<file path="src/rtl/demux1to2_stream_pkg.sv">
// demux1to2_stream_pkg: shared FIFO depth and channel index constants
package demux1to2_stream_pkg;
  localparam int FIFO_DEPTH = 2;
  localparam logic CH0 = 1'b0;
  localparam logic CH1 = 1'b1;
endpackage

</file>
<file path="src/rtl/demux1to2_stream_fifo2.sv">
// stream_fifo2: 2-entry in-order FIFO with push/pop, full/empty and registered head
module stream_fifo2
  import demux1to2_stream_pkg::*;
#(
  parameter int WIDTH = 8
) (
  input  logic             clk,
  input  logic             rst_n,
  input  logic             push,
  input  logic             pop,
  input  logic [WIDTH-1:0] din,
  output logic             full,
  output logic             empty,
  output logic [WIDTH-1:0] head
);
  logic [WIDTH-1:0] mem_q [FIFO_DEPTH];
  logic [WIDTH-1:0] mem_d [FIFO_DEPTH];
  logic             wr_q, wr_d, rd_q, rd_d;
  logic [1:0]       cnt_q, cnt_d;
  logic             do_push, do_pop;
  assign full  = cnt_q == 2'(FIFO_DEPTH);
  assign empty = cnt_q == 2'd0;
  assign head  = mem_q[rd_q];
  always_comb begin
    do_push = push && !full;
    do_pop  = pop && !empty;
    for (int i = 0; i < FIFO_DEPTH; i++) mem_d[i] = (do_push && wr_q == 1'(i)) ? din : mem_q[i];
    wr_d  = wr_q ^ do_push;
    rd_d  = rd_q ^ do_pop;
    cnt_d = cnt_q + 2'(do_push) - 2'(do_pop);
  end
  always_ff @(posedge clk) begin
    if (!rst_n) begin
      for (int i = 0; i < FIFO_DEPTH; i++) mem_q[i] <= '0;
      wr_q  <= 1'b0;
      rd_q  <= 1'b0;
      cnt_q <= 2'd0;
    end else begin
      mem_q <= mem_d;
      wr_q  <= wr_d;
      rd_q  <= rd_d;
      cnt_q <= cnt_d;
    end
  end
endmodule

</file>
<file path="src/rtl/demux1to2_stream.sv">
// demux1to2_stream: registered 1-to-2 stream demux with explicit or round-robin routing
module demux1to2_stream
  import demux1to2_stream_pkg::*;
#(
  parameter int WIDTH = 8,
  parameter int CNT_W = 8
) (
  input  logic             clk,
  input  logic             rst_n,
  input  logic [WIDTH-1:0] in_data,
  input  logic             in_valid,
  input  logic             in_sel,
  input  logic             mode,
  output logic             in_ready,
  output logic [WIDTH-1:0] out0_data,
  output logic             out0_valid,
  input  logic             out0_ready,
  output logic [WIDTH-1:0] out1_data,
  output logic             out1_valid,
  input  logic             out1_ready,
  output logic [CNT_W-1:0] cnt0,
  output logic [CNT_W-1:0] cnt1
);
  logic             tgt, accept, push0, push1;
  logic             full0, full1, empty0, empty1;
  logic             rr_q, rr_d;
  logic [CNT_W-1:0] cnt0_q, cnt0_d, cnt1_q, cnt1_d;
  always_comb begin
    tgt      = mode ? rr_q : in_sel;
    in_ready = (tgt == CH1) ? !full1 : !full0;
    accept   = in_valid && in_ready;
    push0    = accept && tgt == CH0;
    push1    = accept && tgt == CH1;
    rr_d     = rr_q ^ (accept && mode);
    cnt0_d   = cnt0_q + CNT_W'(push0);
    cnt1_d   = cnt1_q + CNT_W'(push1);
  end
  always_ff @(posedge clk) begin
    if (!rst_n) begin
      rr_q   <= 1'b0;
      cnt0_q <= '0;
      cnt1_q <= '0;
    end else begin
      rr_q   <= rr_d;
      cnt0_q <= cnt0_d;
      cnt1_q <= cnt1_d;
    end
  end
  assign cnt0       = cnt0_q;
  assign cnt1       = cnt1_q;
  assign out0_valid = !empty0;
  assign out1_valid = !empty1;
  stream_fifo2 #(.WIDTH(WIDTH)) u_fifo0 (
    .clk(clk), .rst_n(rst_n), .push(push0), .pop(out0_ready), .din(in_data),
    .full(full0), .empty(empty0), .head(out0_data)
  );
  stream_fifo2 #(.WIDTH(WIDTH)) u_fifo1 (
    .clk(clk), .rst_n(rst_n), .push(push1), .pop(out1_ready), .din(in_data),
    .full(full1), .empty(empty1), .head(out1_data)
  );
endmodule

</file>
<file path="config.mk">
export PLATFORM = sky130hd
export DESIGN_NAME = demux1to2_stream
export DESIGN_NICKNAME = d
export VERILOG_FILES = /design/src/rtl/demux1to2_stream_pkg.sv /design/src/rtl/demux1to2_stream_fifo2.sv /design/src/rtl/demux1to2_stream.sv
export SDC_FILE = /design/constraint.sdc
export NUM_CORES = 1
export LEC_CHECK = 0
export ABC_CLOCK_PERIOD_IN_PS = 1800
export CAP_MARGIN = 20
export CORE_UTILIZATION = 46
export DETAILED_ROUTE_END_ITERATION = 16
export GPL_ROUTABILITY_DRIVEN = 0
export GPL_TIMING_DRIVEN = 0
export HOLD_SLACK_MARGIN = 0.02
export PLACE_DENSITY = 0.73
export SLEW_MARGIN = 20
export SYNTH_ARGS = -nofsm -noshare
export SYNTH_HDL_FRONTEND = slang
export SYNTH_HIERARCHICAL = 1
export SYNTH_SLANG_ARGS = --single-unit
export TNS_END_PERCENT = 5
</file>
<file path="constraint.sdc">
create_clock -name clk -period 1.8 [get_ports clk]
set_clock_uncertainty 0.1 [all_clocks]
set_input_delay 0.36 -clock clk [delete_from_list [all_inputs] [get_ports clk]]
set_output_delay 0.36 -clock clk [all_outputs]
set_load 0.01 [all_outputs]
</file>
==> results by stage <==
Worst setup path:
- Among cell families on the critical path, the largest total delay comes from simple AND/OR/NAND/NOR gates.
- For the worst setup path, the data arrival time is 2.09 ns.
- The slowest stage of the critical path belongs to the cell sky130_fd_sc_hd__or3_1.
- The number of buffers and inverters on the critical path is 1.
- The signal on the critical path passes through or2b_1 -> inv_2 -> and3b_2 -> ha_4 -> ha_4 -> nand2_1 -> or3_1 -> a21boi_2.
- For the worst setup path, the data required time is 1.97 ns.
- STA classifies the critical path endpoint as a flip-flop.
- The most numerous cell type found on the critical path is sky130_fd_sc_hd__ha_4.
- The largest fanout on the critical path is 3.
- In this run the critical register-to-register path is launched from u_fifo0/cnt_q[1].
- By startpoint and endpoint, the worst setup path is classified as reg -> reg.
- The largest single stage delay on the critical path is 0.36 ns.
- The launch point of the critical path is u_fifo0/cnt_q[1].
- The worst setup path is launched from a flip-flop.

Pwr:
- For this design the ratio of total power to cell area is 1050 mW/mm^2.
- IR analysis of the VDD net gives a maximum drop of 554 uV.
- The total power consumption of the routed design is approximately 3700 uW.
- The leakage dissipation is 0.00144 uW.

STA:
- The tightest hold path in the finished design has a slack of 0.368 ns.
- The worst slew margin relative to its limit is roughly three fifths.
- Setup repair after global routing could not meet its margin everywhere.
- The final critical path time including I/O delays and setup is 1.92 ns.
- The final number of setup-violating endpoints is 24.
- Derived from the worst setup path, the maximum achievable clock frequency is about 520 MHz.
- The max-slew violation count is 0.
- For the pin with the worst max-slew slack, the measured transition is 0.611 ns.
- The setup slack after layout is -0.121 ns.
- The post-route clock period utilization is 107%.
- The hold violation count in the final report is 0.

Hold path:
- In this run the most critical hold path is launched from cnt0[7].
- The class of the tightest hold or removal check is reg -> reg.

Clock tree:
- CTS built an H-tree with a depth of 3.
- The largest buffer count on any clock path is 2.
- Clock latency on the worst-skew pair, taken at its later pin, is between 0.3 and 0.4 ns.
- The post-CTS clock slew at the launch and capture registers of the worst setup and hold paths is 0.07 ns.
- Clock tree synthesis inserted a total of 9 buffers.
- TritonCTS built the clock tree.
- The count of clock tree sinks is between 50 and 60.
- Buffers inserted to repair hold after CTS numbered 0.
- CTS placed an instance of sky130_fd_sc_hd__clkbuf_8 at the clock tree root.

Routing:
- The number of vias per cell is 4.92.
- Dividing the detail-routed wire length by the instance count gives 14.0 microns.
- The final layout contains routed wiring with a total length of 5530 microns.
- The count of nets left with antenna violations once routing finished came out at 0.
- The length of the first detailed-routing pass in iterations is 4.
- The number of DRC violations after detailed-routing iteration 0 is a little over 80.
- After detailed routing, the number of remaining DRC violations is 0.
- The detailed router placed between 1500 and 2000 vias in this run.

Synth:
- The average instance area after synthesis is 10.6 sq um.
- Of the post-synthesis cell area, the part taken by muxes is a little over a fifth.
- The number of nets produced by synthesis is 275.
- Synthesis instantiated 29 different standard cells from the library.
- Summing the areas of all compound-gate instances in the mapped netlist gives 2.67% of the synthesized area.
- After technology mapping, the gate count stands at ~250.
- Synthesis inferred 57 register bits.
- After Yosys synthesis, and, or, nand and nor cells account for about 20% of the synthesized area.
- The Yosys step of the flow raised 6 warnings.
- The synthesized netlist occupies a cell area of 0.00262 sq mm.
- The adder and majority cell fraction of the synthesized area is 5.72%.
- The area share of xor/xnor cells in the synthesized design is 3.72%.
- After synthesis, the largest family of logic cells by area is multiplexers.
- For this run, the register share of the synthesized area comes to 43.5%.

Status:
- The run finished, with violations left.
- The final reports fail on negative setup slack.

Layout:
- Relative to the synthesized area, the layout overhead comes to 36.5%.
- Fill cells in the final layout number about 450.
- The net total in the final layout is approximately 350.
- Leaving out fill and tap cells, the most frequent cells in the layout are sky130_fd_sc_hd__dfxtp_1, sky130_fd_sc_hd__mux2i_1, sky130_fd_sc_hd__nor2b_1, sky130_fd_sc_hd__clkdlybuf4s50_1, sky130_fd_sc_hd__buf_2.
- The number of inserted diodes is 0.
- The post-route cell area is 0.00358 sq mm.
- The layout cell share with drive strength beyond 1 is 31.4%.
- The number of standard cells in the layout, taps in and fillers out is about 390.
- The commonest non-fill, non-tap cell in the layout is sky130_fd_sc_hd__dfxtp_1.

Global route:
- The number of global-route vias before repair came to 1953.
- The leftover overflow at the end of global routing is 0.
- The initial antenna violation count came to 0.
- The maximum number of pins on one net before global-route repair is 17.
- Across every metal layer, demand over resource in global routing totals 19.5%.
- The first global-routing pass estimated 8870 microns of wire.

Floorplan:
- The area enclosed by the die boundary is approximately 0.006 sq mm.
- The vertical die dimension is approximately 78 microns.
- Once the floorplan was initialized, standard cells occupied a little under half of the core.
- The total area inside the core boundary comes to 0.00551 sq mm.
- In this run the horizontal extent of the chip is 77.5 microns.
- Row generation in the floorplan step produced 27 rows.
- During I/O placement, the number of pins put on the boundary was 50.

Place:
- After detailed placement, the total cell area comes to ~0.0033 sq mm.
- The number of placed instances with taps included is 369.
- The half-perimeter wire length of the detailed placement result is between 3000 and 4000 microns.
- Input and output buffers added on the ports amount to a little under 50.

Job:
- Across the run, the number of max-cap violations was 0.
[power breakdown]
part / switching, uW / internal (uW)
sequential: 106 / 1420
combinational: 508 / 691
clock: 500 / 519
total: 1110 / 2630
[Yosys cell counts (all sizes together)]
master | count | area (sq um)
a21boi | 4 | 30.0
a21oi | 1 | 5.00
and2 | 14 | 87.6
and3b | 1 | 8.76
buf | 6 | 30.0
clkbuf | 5 | 18.8
dfxtp | 57 | 1140
ha | 12 | 150
inv | 10 | 37.5
mux2 | 16 | 180
mux2i | 38 | 380
nand2 | 10 | 37.5
nand2b | 4 | 25.0
nand3 | 6 | 40.0
nand3b | 1 | 7.51
nor2 | 2 | 7.51
nor2b | 37 | 236
nor3 | 2 | 10.0
nor3b | 1 | 7.51
nor4bb | 1 | 10.0
o21a | 2 | 15.0
o21ai | 4 | 20.0
or2b | 2 | 15.0
or3 | 4 | 25.0
xnor2 | 4 | 35.0
xnor3 | 2 | 45.0
xor2 | 2 | 17.5
[state kept, by name, summed over array words and instances (netlist names)]
signal	cells
u_fifo0/mem_q	16
u_fifo1/wr_q	1
u_fifo0/rd_q	1
cnt1	8
u_fifo0/cnt_q	2
rr_q	1
u_fifo0/wr_q	1
cnt0	8
u_fifo1/rd_q	1
u_fifo1/cnt_q	2
u_fifo1/mem_q	16
[kinds of logic after synthesis]
| family | after synthesis |
|---|---|
| AO/OA/AOI/OAI | 11 |
| XOR/XNOR | 8 |
| adder cells (fa/ha/maj) | 12 |
| buffers and inverters | 21 |
| flip-flops | 57 |
| multiplexers | 54 |
| AND/OR/NAND/NOR | 85 |
[worst paths after layout]
check,to,slack (ns),depth (start not counted)
worst max-delay path,cnt0[6],-0.12,8
worst min-delay path,cnt0[7],0.37,2
worst max register to register,cnt0[6],-0.12,8
worst min register to register,cnt0[7],0.37,2
[tightest hold or removal path: cells and delay by family, from the launching register on]
| kind | cells | cell delay (ns) |
|---|---|---|
| flip-flops | 1 | 0.32 |
| AND/OR/NAND/NOR | 1 | 0.05 |
| multiplexers | 1 | 0.05 |
[timing repair]
action,in CTS,in global routing
buffers inserted,6,2
setup endpoints to repair,72,54
pin swaps,6,5
gates resized for setup,106,24
cloned,2,0
[area by class of cell]
cell class / instances / area [sq um] / share of cell area [%]
well taps: 72 / 90.1 / 2.51
inverters: 10 / 37.5 / 1.05
repair buffers: 59 / 493 / 13.8
flip-flops and latches: 57 / 1160 / 32.4
plain buffers: 11 / 98.8 / 2.76
clock inverters: 4 / 20.0 / 0.559
clock buffers: 11 / 141 / 3.95
multi-input cells: 170 / 1540 / 43.0
[layer usage]
metal | track usage [%] | part of all wire [%] | up-vias
li1 | - | - | 969
met1 | 23.4 | 46 | 901
met2 | 32.1 | 48 | 58
met3 | 5.41 | 4.5 | 9
met4 | 9.06 | 1.6 | 0
met5 | 0 | 0 | -
[through the flow]
stage               setup TNS, ns  util (%)  setup WS [ns]
global route                -3.58      65.1         -0.202
floorplan                -0.00259         -       -0.00259
global placement           -34.76      59.1         -0.749
finish                     -0.951      65.1         -0.121
CTS                        -0.488      63.1        -0.0907
detailed placement         -35.62      59.1         -0.768
No activity file was read; power rests on OpenSTA's default activity.
